[config.mk]
export PLATFORM = sky130hd
export DESIGN_NAME = halfbridge_pwm_gen
export DESIGN_NICKNAME = d
export VERILOG_FILES = /design/src/rtl/halfbridge_pwm_gen.sv
export SDC_FILE = /design/constraint.sdc
export NUM_CORES = 1
export LEC_CHECK = 0
export BUFFER_PORTS_ARGS = -buffer_cell sky130_fd_sc_hd__buf_2
export CORE_UTILIZATION = 28
export DETAILED_ROUTE_END_ITERATION = 7
export REMOVE_ABC_BUFFERS = 1
export SETUP_SLACK_MARGIN = 0.2
export SLEW_MARGIN = 20
export SYNTH_ARGS = -nofsm -noshare
export SYNTH_HDL_FRONTEND = slang
export SYNTH_SLANG_ARGS = --single-unit
[constraint.sdc]
create_clock -name i_clock -period 4.7 [get_ports i_clock]
set_input_delay 0 -clock i_clock [delete_from_list [all_inputs] [get_ports i_clock]]
set_output_delay 0 -clock i_clock [all_outputs]
set_load 0.02 [all_outputs]
[src/rtl/halfbridge_pwm_gen.sv]
// Fixed 50% duty complementary square wave with a run-time half-period; outputs are registered, one cycle behind i_enable.
// No backpressure. New half-periods apply at period starts only, and a stop always finishes the current period.
module halfbridge_pwm_gen #(
  parameter int CNT_W  = 16,
  parameter int HP_MIN = 16,
  parameter int HP_MAX = 65535
) (
  input  logic             i_clock,
  input  logic             i_reset_n,
  input  logic             i_enable,
  input  logic [CNT_W-1:0] i_half_period,
  input  logic             i_load,
  output logic             o_sw_p,
  output logic             o_sw_n,
  output logic             o_sync,
  output logic             o_running,
  output logic [CNT_W-1:0] o_hp_active
);

  typedef enum logic [1:0] {IDLE, HIGH, LOW} state_t;

  localparam logic [CNT_W-1:0] HP_MIN_V = CNT_W'(HP_MIN);
  localparam logic [CNT_W-1:0] HP_MAX_V = CNT_W'(HP_MAX);

  state_t           state;
  logic [CNT_W-1:0] cnt;
  logic [CNT_W-1:0] shadow;
  logic [CNT_W-1:0] hp_clamped;
  logic [CNT_W-1:0] next_active;
  logic             phase_done;

  always_comb begin
    hp_clamped = i_half_period;
    if (i_half_period < HP_MIN_V)
      hp_clamped = HP_MIN_V;
    else if (i_half_period > HP_MAX_V)
      hp_clamped = HP_MAX_V;
  end

  // A load coinciding with a period start bypasses the shadow register.
  assign next_active = i_load ? hp_clamped : shadow;
  assign phase_done  = (cnt == o_hp_active - CNT_W'(1));

  always_ff @(posedge i_clock or negedge i_reset_n) begin
    if (!i_reset_n) begin
      state       <= IDLE;
      cnt         <= '0;
      shadow      <= HP_MIN_V;
      o_hp_active <= HP_MIN_V;
      o_sw_p      <= 1'b0;
      o_sw_n      <= 1'b0;
      o_sync      <= 1'b0;
      o_running   <= 1'b0;
    end else begin
      o_sync <= 1'b0;
      if (i_load)
        shadow <= hp_clamped;

      case (state)
        IDLE: begin
          cnt <= '0;
          if (i_enable) begin
            state       <= HIGH;
            o_sw_p      <= 1'b1;
            o_sw_n      <= 1'b0;
            o_sync      <= 1'b1;
            o_running   <= 1'b1;
            o_hp_active <= next_active;
          end
        end

        HIGH: begin
          if (phase_done) begin
            state  <= LOW;
            cnt    <= '0;
            o_sw_p <= 1'b0;
            o_sw_n <= 1'b1;
          end else begin
            cnt <= cnt + CNT_W'(1);
          end
        end

        LOW: begin
          if (phase_done) begin
            cnt    <= '0;
            o_sw_n <= 1'b0;
            if (i_enable) begin
              state       <= HIGH;
              o_sw_p      <= 1'b1;
              o_sync      <= 1'b1;
              o_hp_active <= next_active;
            end else begin
              state     <= IDLE;
              o_sw_p    <= 1'b0;
              o_running <= 1'b0;
            end
          end else begin
            cnt <= cnt + CNT_W'(1);
          end
        end

        default: begin
          state     <= IDLE;
          cnt       <= '0;
          o_sw_p    <= 1'b0;
          o_sw_n    <= 1'b0;
          o_running <= 1'b0;
        end
      endcase
    end
  end

endmodule

* Yosys cells after proc, flatten, opt, wreduce, memory -nomap -nowiden *
Index checks and enable logic that the tools add are counted.

word-level totals
  output and inout bits = 20
  bits in latches = 0
  memories = 0
  word-level logic and storage cells = 52
  register bits after elaboration = 54
  memory bits (read-only) = 0
  input port bits = 20
  memory bits (writable) = 0

operators by class
  reduce and logical (&&, ||, !) cells = 6
  bitwise operators = 1
  shifts and indexed selects = 0
  $add $sub $neg = 2
  divide/modulo/power cells = 0
  mux-type cells = 26
  $mul = 0
  order comparisons = 2
  eq/ne operators = 7

operators by type and width
  operator                                                                       number
  16-bit 2-to-1 mux                                                              7
  16-bit case mux with 2 select lines                                            1
  16-bit by 1-bit adder with 16-bit output, second input constant                1
  16-bit == test                                                                 1
  16-bit > comparator, second input constant                                     1
  16-bit by 5-bit less-than comparator with 1-bit output, second input constant  1
  16-bit by 1-bit subtractor with 16-bit output, second input constant           1
  1-bit 2-to-1 mux                                                               10
  1-bit case mux with 3 select lines                                             3
  2-bit inequality test, second input constant                                   4
  2-bit 2-to-1 mux                                                               3
  2-bit case mux with 3 select lines                                             1
  4-bit AND reduction                                                            1
  3-bit AND reduction                                                            1
  2-bit by 1-bit == test with 1-bit output, second input constant                1
  2-bit == test, second input constant                                           1
  2-bit logical NOT                                                              1
  1-bit case mux with 2 select lines                                             1
  2-bit AND reduction                                                            1
  2-bit nonzero test                                                             1
  2-bit OR reduction                                                             1
  1-bit NOT                                                                      1

* Longest topological paths before layout *
Gate-level depths: netlist of run 1.

  depth in word-level cells = 7
  mapped depth = 12
  gate-level depth less buffers = 9

* Worst setup path after synthesis of run 1 *
OpenSTA, ideal clock, no wires.

  path type = reg-to-reg
  start = register o_hp_active[2]
  end = register o_hp_active[10]
  path buffers = 2
  path slack = 1.510 ns
  clock period less this slack = 3.190 ns
  stages on the path, launching flop included = 10
  required time = 4.575 ns
  library setup time = 0.125 ns
  arrival = 3.065 ns
  cell sequence = dfrtp_1 > clkbuf_1 > nor4b_1 > nand4_1 > xnor2_1 > or4b_2 > nor4_4 > o21ai_2 > buf_6 > mux2_4

on the way
  longest elaborated chain between the ends = 4

ends and longest elaborated chain
  element                                        line  text
  start, declared                                17    output logic [CNT_W-1:0] o_hp_active
  start signal, assigned                         68    o_hp_active <= next_active;
  start signal, assigned                         91    o_hp_active <= next_active;
  16-bit by 1-bit subtractor with 16-bit output  42    assign phase_done = (cnt == o_hp_active - CNT_W'(1));
  16-bit == test                                 42
  2-bit inequality test (no source line)         --
  2-bit AND reduction (no source line)           --

Every way passes these cells.
A chain may end at the register's enable or synchronous reset.

* Worst setup path after layout of run 1 *
  start = register o_hp_active[0]
  end = register cnt[15]

on the way
  longest elaborated chain between the ends = 4

ends and longest elaborated chain
  element                                        line    text
  16-bit by 1-bit subtractor with 16-bit output  42
  16-bit == test                                 42
  16-bit 2-to-1 mux                              73, 84
  16-bit 2-to-1 mux                              --
  end signal, assigned                           79      cnt <= cnt + CNT_W'(1);
  end signal, assigned                           98      cnt <= cnt + CNT_W'(1);
  end, declared                                  26      logic [CNT_W-1:0] cnt;

Every way passes these cells.

==> impl_metrics.json, run 1 <==
{
  "status": "completed",
  "p_leak_uw": 0.00152,
  "clock_latency_ns": 0.32,
  "min-delay-start": "i_load",
  "cts_root_buf": "clkbuf_8",
  "ys.warnings.count": 0,
  "cts_setup_buffers": 0,
  "hold_violations": 0,
  "synth_edf_count": 0,
  "hold_end": "shadow[4]$_DFF_PN1_",
  "clock_sinks": 53,
  "cts_buffers": 5,
  "post-route-period-util_pct": 81.0,
  "cts_tree": "yes",
  "slowest_delay_ns": 0.74,
  "rsz0062_at_grt": "false",
  "final_cells": 473,
  "holdPathStages": 3,
  "clkSlewWorstSetupHoldPaths_ns": 0.11,
  "num_rows": 37,
  "cts_max_level": 2,
  "utilization_pct": 34.6,
  "wl_per_cell_um": 14.5,
  "gp_congestion": 0.785,
  "r2r_slack_ns": 0.89,
  "coreArea_um2": 10300,
  "drtIter0Drc": 105,
  "drt-total-wl_um": 6850,
  "cap_violations": 0,
  "ys.flop_type": "dfrtp_1",
  "setup_viol": 0,
  "ant_nets": 0,
  "yosysSeqAreaShare_pct": 44.5,
  "hp-class": "in -> reg",
  "fp.dieW_um": 105,
  "cp.required_ns": 4.88,
  "path_cells": "inv_1 -> ha_1 -> nor4b_1 -> nand4_1 -> xnor2_1 -> or4b_2 -> nor4_1 -> nand2b_1 -> nor2_1",
  "area_delta_synth_final_pct": 19.9,
  "dieArea_um2": 11100,
  "path_max_fanout": 16,
  "finalNetCount": 362,
  "antenna_found_initial": 0,
  "ir_worst_vdd_uv": 266,
  "reg2reg_depth": 9,
  "dp.cells": 447,
  "post_cts.resized_instances": 0,
  "cp-start-kind": "flop",
  "clockBufferDepth": 2,
  "grt_pass1_wl_um": 11100,
  "p_per_area_nw_per_um2": 509,
  "fmax_mhz": 263,
  "crit_type": "reg -> reg",
  "slew_headroom_pct": 26.2,
  "drv_slew": 0,
  "clkPwrFrac_pct": 15.5,
  "pin_count": 40,
  "port_buffers": 39,
  "track_usage_pct": 12.6,
  "synth.distinct_cells": 57,
  "pwr-share-seq_pct": 40.9,
  "end_kind": "flop",
  "period_minus_slack_ns": 3.81,
  "num_antenna_cells": 0,
  "rr_startpoint": "o_hp_active[0]$_DFFE_PN0P_",
  "synthArstFlopShare_pct": 100,
  "final.setup.tns_ns": 0,
  "hold_buffers": 18,
  "grt_pass1_vias": 2186,
  "syn_inst": 283,
  "firstDrtPassIters": 5,
  "finClkSkew_ns": 0.0119,
  "die_h_um": 105,
  "tightest_slew_ns": 1.08,
  "p_comb_share_pct": 43.6,
  "initial_core_util_pct": 28.9,
  "drive_gt1_share_pct": 25.2,
  "avgSynthCellArea_um2": 10.5,
  "grt_max_degree": 54,
  "drc": 0,
  "critical-path-slowest-cell": "or4b_2",
  "swShare_pct": 43.4,
  "hpwlAfterDp_um": 5040,
  "p_int_uw": 1030,
  "rr_endpoint": "cnt[15]$_DFF_PN0_",
  "synthesis.area_um2": 2980,
  "grt_overflow_total": 0,
  "routed_via_density": 4.91,
  "ys_ff_latch": 53,
  "vias": 2323,
  "switchingPower_uw": 789,
  "worstPathArrival_ns": 3.99
}
==> cells in the final DEF (no fill, tap or decap), types with 2 or more instances in the layout <==
master / n
and3_1: 5
nor4b_1: 2
dlygate4sd3_1: 18
nand4_1: 8
nor2b_1: 2
o21ai_0: 2
nor3_1: 5
nand3_1: 13
mux2_2: 17
inv_1: 13
a31oi_1: 4
nand2_1: 10
xnor2_1: 20
a22o_1: 5
ha_1: 6
a21oi_1: 5
o21a_1: 2
nor2_1: 29
nand3b_1: 2
xor2_1: 12
dfrtp_1: 51
a21o_1: 2
buf_2: 39
dfstp_2: 2
buf_4: 2
clkbuf_8: 5
mux2_4: 10
nor4_1: 7
or3_1: 4
nand4b_1: 3
nand2b_1: 5
==> routing by layer <==
metal  routed length, um  global-route usage (%)
met1                3300                    17.1
met2                3170                    20.5
met3                 309                    2.16
met4                  68                    3.62
met5                   0                       0
==> logic make-up after synthesis <==
| group | count (synthesis) | share of synthesized area, % |
|---|---|---|
| fa+ha+maj | 6 | 2.52 |
| flops | 53 | 44.5 |
| mux | 28 | 11.8 |
| xor+xnor | 32 | 9.40 |
| buf+inv | 26 | 3.82 |
| simple gates | 103 | 19.3 |
| compound gates | 35 | 8.64 |
==> per-stage QoR <==
step	setup WS [ns]	hold slack, ns	power [uW]	cell area [um^2]
5_1_grt	0.600	0.123	1930	3580
2_1_floorplan	1.28	-0.296	1270	2920
6_report	0.893	0.0580	1820	3580
3_5_place_dp	0.895	0.182	1540	3300
4_1_cts	0.871	0.0543	1830	3580
3_3_place_gp	1.05	0.174	1530	3300
==> cell type report <==
cell class	instances	area [um^2]
Sequential cell	53	1330
Multi-Input combinational cell	204	1540
Timing Repair Buffer	59	390
Clock inverter	3	28.8
Clock buffer	5	68.8
Tap cell	136	170
Fill cell	1051	6750
Inverter	13	48.8
==> synth_stat cells, drive strengths merged, types with 7 or more instances <==
cell type	instances	share of area [%]
dfrtp	51	43
nor2	29	3.6
mux2	27	11
xnor2	20	5.9
inv	13	1.6
nand3	13	2.2
xor2	12	3.5
nand2	10	1.3
nand4	8	1.7
nor4	8	2.2
clkbuf	7	0.92
==> power groups by stage <==
stage               clock network (uW)  registers (uW)  logic [uW]
floorplan                            0             798         473
global placement                     0             749         778
detailed placement                   0             758         779
CTS                                288             748         795
global route                       306             766         863
finish                             282             744         794
==> worst max-delay path by stage <==
stage | cells after the start | end | slack (ns) | start
final | 9 | cnt[15]$_DFF_PN0_ | 0.89 | o_hp_active[0]$_DFFE_PN0P_
after CTS | 9 | cnt[15]$_DFF_PN0_ | 0.87 | o_hp_active[0]$_DFFE_PN0P_
after floorplan | 9 | o_hp_active[0]$_DFFE_PN0P_ | 1.28 | o_hp_active[0]$_DFFE_PN0P_
after global routing | 9 | cnt[10]$_DFF_PN0_ | 0.60 | o_hp_active[0]$_DFFE_PN0P_
after detailed placement | 9 | cnt[15]$_DFF_PN0_ | 0.90 | o_hp_active[0]$_DFFE_PN0P_
after global placement | 9 | cnt[15]$_DFF_PN0_ | 1.05 | o_hp_active[0]$_DFFE_PN0P_
==> sequential cells by signal (all words and copies together), names as in the netlist <==
| signal | cells |
|---|---|
| o_sw_p | 1 |
| o_sw_n | 1 |
| cnt | 16 |
| o_hp_active | 16 |
| shadow | 16 |
| o_sync | 1 |
| state | 1 |
| o_running | 1 |
==> critical path: cells and delay by family (launching register included) <==
kind | cells | cell delay (ns)
and+or+nand+nor | 6 | 2.55
DFF | 1 | 0.46
adders and majority gates | 1 | 0.39
xor gates and xnor gates | 1 | 0.17
buffers and inverters | 1 | 0.09
Note: power is estimated with default switching activity, not from simulation.
==> run 2: changes to the inputs <==
--- a/config.mk
+++ b/config.mk
@@ -5,6 +5,7 @@
 export SDC_FILE = /design/constraint.sdc
 export NUM_CORES = 1
 export LEC_CHECK = 0
+export ABC_AREA = 1
 export BUFFER_PORTS_ARGS = -buffer_cell sky130_fd_sc_hd__buf_2
 export CORE_UTILIZATION = 28
 export DETAILED_ROUTE_END_ITERATION = 7
==> constraint.sdc (replaced) <==
create_clock -name i_clock -period 3.77 [get_ports i_clock]
set_input_delay 0 -clock i_clock [delete_from_list [all_inputs] [get_ports i_clock]]
set_output_delay 0 -clock i_clock [all_outputs]
set_load 0.02 [all_outputs]
==> run 2 against run 1 <==
Compared with the run above:
- clock skew shrank 0.0066 ns
- via count grew 20%
- global-route usage grew 2.0 points
- highest routed layer unchanged
==> impl_metrics.json, run 2 <==
{
  "cp-start-kind": "flop",
  "drc": 0,
  "cts_tree": "yes",
  "synth.most_common_cell": "nand2_1",
  "place_ws_ns": 1.37,
  "critical-path-slowest-cell": "dfrtp_1",
  "synth.distinct_cells": 39,
  "final.setup.tns_ns": 0,
  "p_per_area_nw_per_um2": 716,
  "clock_latency_ns": 0.30,
  "setup_viol": 0,
  "hold_buffers": 12,
  "setup_ws_ns": 1.34,
  "crit_type": "reg -> reg",
  "syn_inst": 436,
  "layout_commonest_cell": "nand2_1",
  "num_antenna_cells": 0,
  "num_rows": 38,
  "critPathTopFamily": "simple AND/OR/NAND/NOR gates",
  "end_kind": "flop",
  "cap_violations": 0,
  "synth.top_cell.area_share_pct": 39.9,
  "port_buffers": 39,
  "post-route-period-util_pct": 64.5,
  "track_usage_pct": 14.5,
  "cp.required_ns": 3.95,
  "period_minus_slack_ns": 2.43,
  "netlist_top_cells_count": "156 x nand2_1, 51 x dfrtp_1, 47 x inv_1",
  "reg2reg_depth": 15,
  "cpMostUsedCell": "nand2_1",
  "cts_setup_buffers": 0,
  "use_met3_pct": 2.33,
  "drv_slew": 0,
  "finalNetCount": 513,
  "drt-total-wl_um": 7530,
  "top_regs": "cnt (16), o_hp_active (16), shadow (16)",
  "fp.dieW_um": 109,
  "initial_core_util_pct": 29.1,
  "grt_pass1_wl_um": 13600,
  "cts_buffers": 5,
  "ir_worst_vdd_uv": 258,
  "p_leak_uw": 0.00197,
  "tightest_slew_ns": 0.683,
  "ys.warnings.count": 0,
  "worstPathArrival_ns": 2.62,
  "path_cells": "inv_2 -> ha_1 -> nand3_2 -> nor2_2 -> nand2_1 -> nand2_1 -> nand2_1 -> inv_2 -> nand2_1 -> nor2_2 -> nand3_4 -> nand2_4 -> nand2_2 -> nand2_1 -> o21ai_2",
  "ant_nets": 0,
  "clkSlewWorstSetupHoldPaths_ns": 0.07,
  "finClkSkew_ns": 0.00530,
  "drtIter0Drc": 174,
  "routed_via_density": 4.43,
  "rr_startpoint": "o_hp_active[0]$_DFFE_PN0P_",
  "coreArea_um2": 11000,
  "area_delta_synth_final_pct": 19.3,
  "multi_input_area_um2": 1600,
  "r2r_slack_ns": 1.34,
  "fillers": 1166,
  "hp-class": "in -> reg",
  "post_cts.resized_instances": 0,
  "cts_max_level": 2,
  "path_max_fanout": 21,
  "die_h_um": 109,
  "synth_edf_count": 0,
  "met2_usage_pct": 25.5,
  "grt_overflow_total": 0,
  "firstDrtPassIters": 4,
  "drive_gt1_share_pct": 17.4,
  "synth_area_leader_cell": "dfrtp_1",
  "pin_count": 40,
  "synthArstFlopShare_pct": 100,
  "yosysSeqAreaShare_pct": 41.6,
  "synth_area_leaders": "dfrtp_1 40%, nand2_1 18%, inv_1 5.5%",
  "grt_pass1_vias": 2913,
  "grt_max_degree": 54,
  "gp_congestion": 0.846,
  "top_usage_layer": "met2",
  "ys.flop_type": "dfrtp_1",
  "synthesis.area_um2": 3200,
  "ys_ff_latch": 53,
  "antenna_found_initial": 0,
  "cts_root_buf": "clkbuf_16",
  "slowest_delay_ns": 0.43,
  "worst-path-stages": 15,
  "vias": 2783,
  "wl_per_cell_um": 12.0,
  "rr_endpoint": "o_hp_active[0]$_DFFE_PN0P_",
  "clockBufferDepth": 2,
  "fmax_mhz": 411,
  "cp_num_buf_inv": 2,
  "hold_violations": 0,
  "clock_sinks": 53,
  "crit_path_end": "o_hp_active[0]$_DFFE_PN0P_",
  "hpwlAfterDp_um": 5620,
  "status": "completed",
  "slew_headroom_pct": 54.5,
  "avgSynthCellArea_um2": 7.33,
  "utilization_pct": 34.7,
  "final_cell_mix": "156 x nand2_1, 51 x dfrtp_1, 47 x inv_1, 40 x nor2_1, 39 x buf_2",
  "crit_start": "o_hp_active[0]$_DFFE_PN0P_",
  "rsz0062_at_grt": "false",
  "regArea_um2": 1330,
  "dieArea_um2": 11800,
  "globalRouteMet1Util_pct": 18.4
}
run 2: cell count changes after synthesis, moves of 11 or more:
cell     previous run  this run
nor2_1             29        40
inv_1              13        47
xnor2_1            20         9
mux2_2             17         0
nand2_1            10       156
nand3_1            13        33
run 2: area by class of cell:
type / count / area share, %
inverters: 55 / 5.41
well taps: 140 / 4.59
clock inverters: 3 / 1.25
multi-input cells: 319 / 42.0
flip-flops and latches: 53 / 34.8
clock buffers: 5 / 3.28
repair buffers: 53 / 8.66
run 2: per-stage QoR:
stage	hold slack, ns	cells	power (uW)	area, um^2
5_1_grt	0.0383	628	2980	3810
6_report	0.00505	628	2730	3810
3_3_place_gp	0.167	608	2170	3520
4_1_cts	0.00746	628	2750	3810
2_1_floorplan	-0.296	427	1810	3140
3_5_place_dp	0.181	608	2170	3520
run 2: power by group:
part           total [uW]  internal (uW)  switching, uW
clock network         543            319            225
logic                1310            447            863
registers             875            700            175
total                2730           1470           1260
run 2: cells by family (layout without fill, tap and decap cells):
| logic type | count (synthesis) | after routing | share of synthesized area (%) |
|---|---|---|---|
| AO/OA/AOI/OAI | 23 | 23 | 5.13 |
| flip-flops | 53 | 53 | 41.6 |
| XOR/XNOR | 18 | 18 | 4.93 |
| adder cells (fa/ha/maj) | 6 | 6 | 2.35 |
| AND/OR/NAND/NOR | 272 | 272 | 37.7 |
| buffers and inverters | 64 | 116 | 8.38 |
run 2: worst min path at each step:
stage	start	to	slack, ns	cells after the start
after floorplan	i_reset_n	cnt[0]$_DFF_PN0_	-0.30	0
after global placement	i_reset_n	cnt[14]$_DFF_PN0_	0.17	2
after detailed placement	i_reset_n	cnt[14]$_DFF_PN0_	0.18	2
after CTS	i_enable	o_running$_DFFE_PN0P_	0.007	3
after global routing	i_enable	o_running$_DFFE_PN0P_	0.04	3
final	i_enable	o_running$_DFFE_PN0P_	0.005	3
run 2: per-layer routing:
layer  part of all wire [%]  vias to the layer above
met3                    3.0                       10
met2                     48                       45
met4                    1.6                        0
met5                      0                        -
met1                     47                     1269
li1                       -                     1459
run 2: tightest hold or removal path, stage by stage:
cell and delay (ns):
buf_2 0.12, nand4_1 0.09, nand2_1 0.05
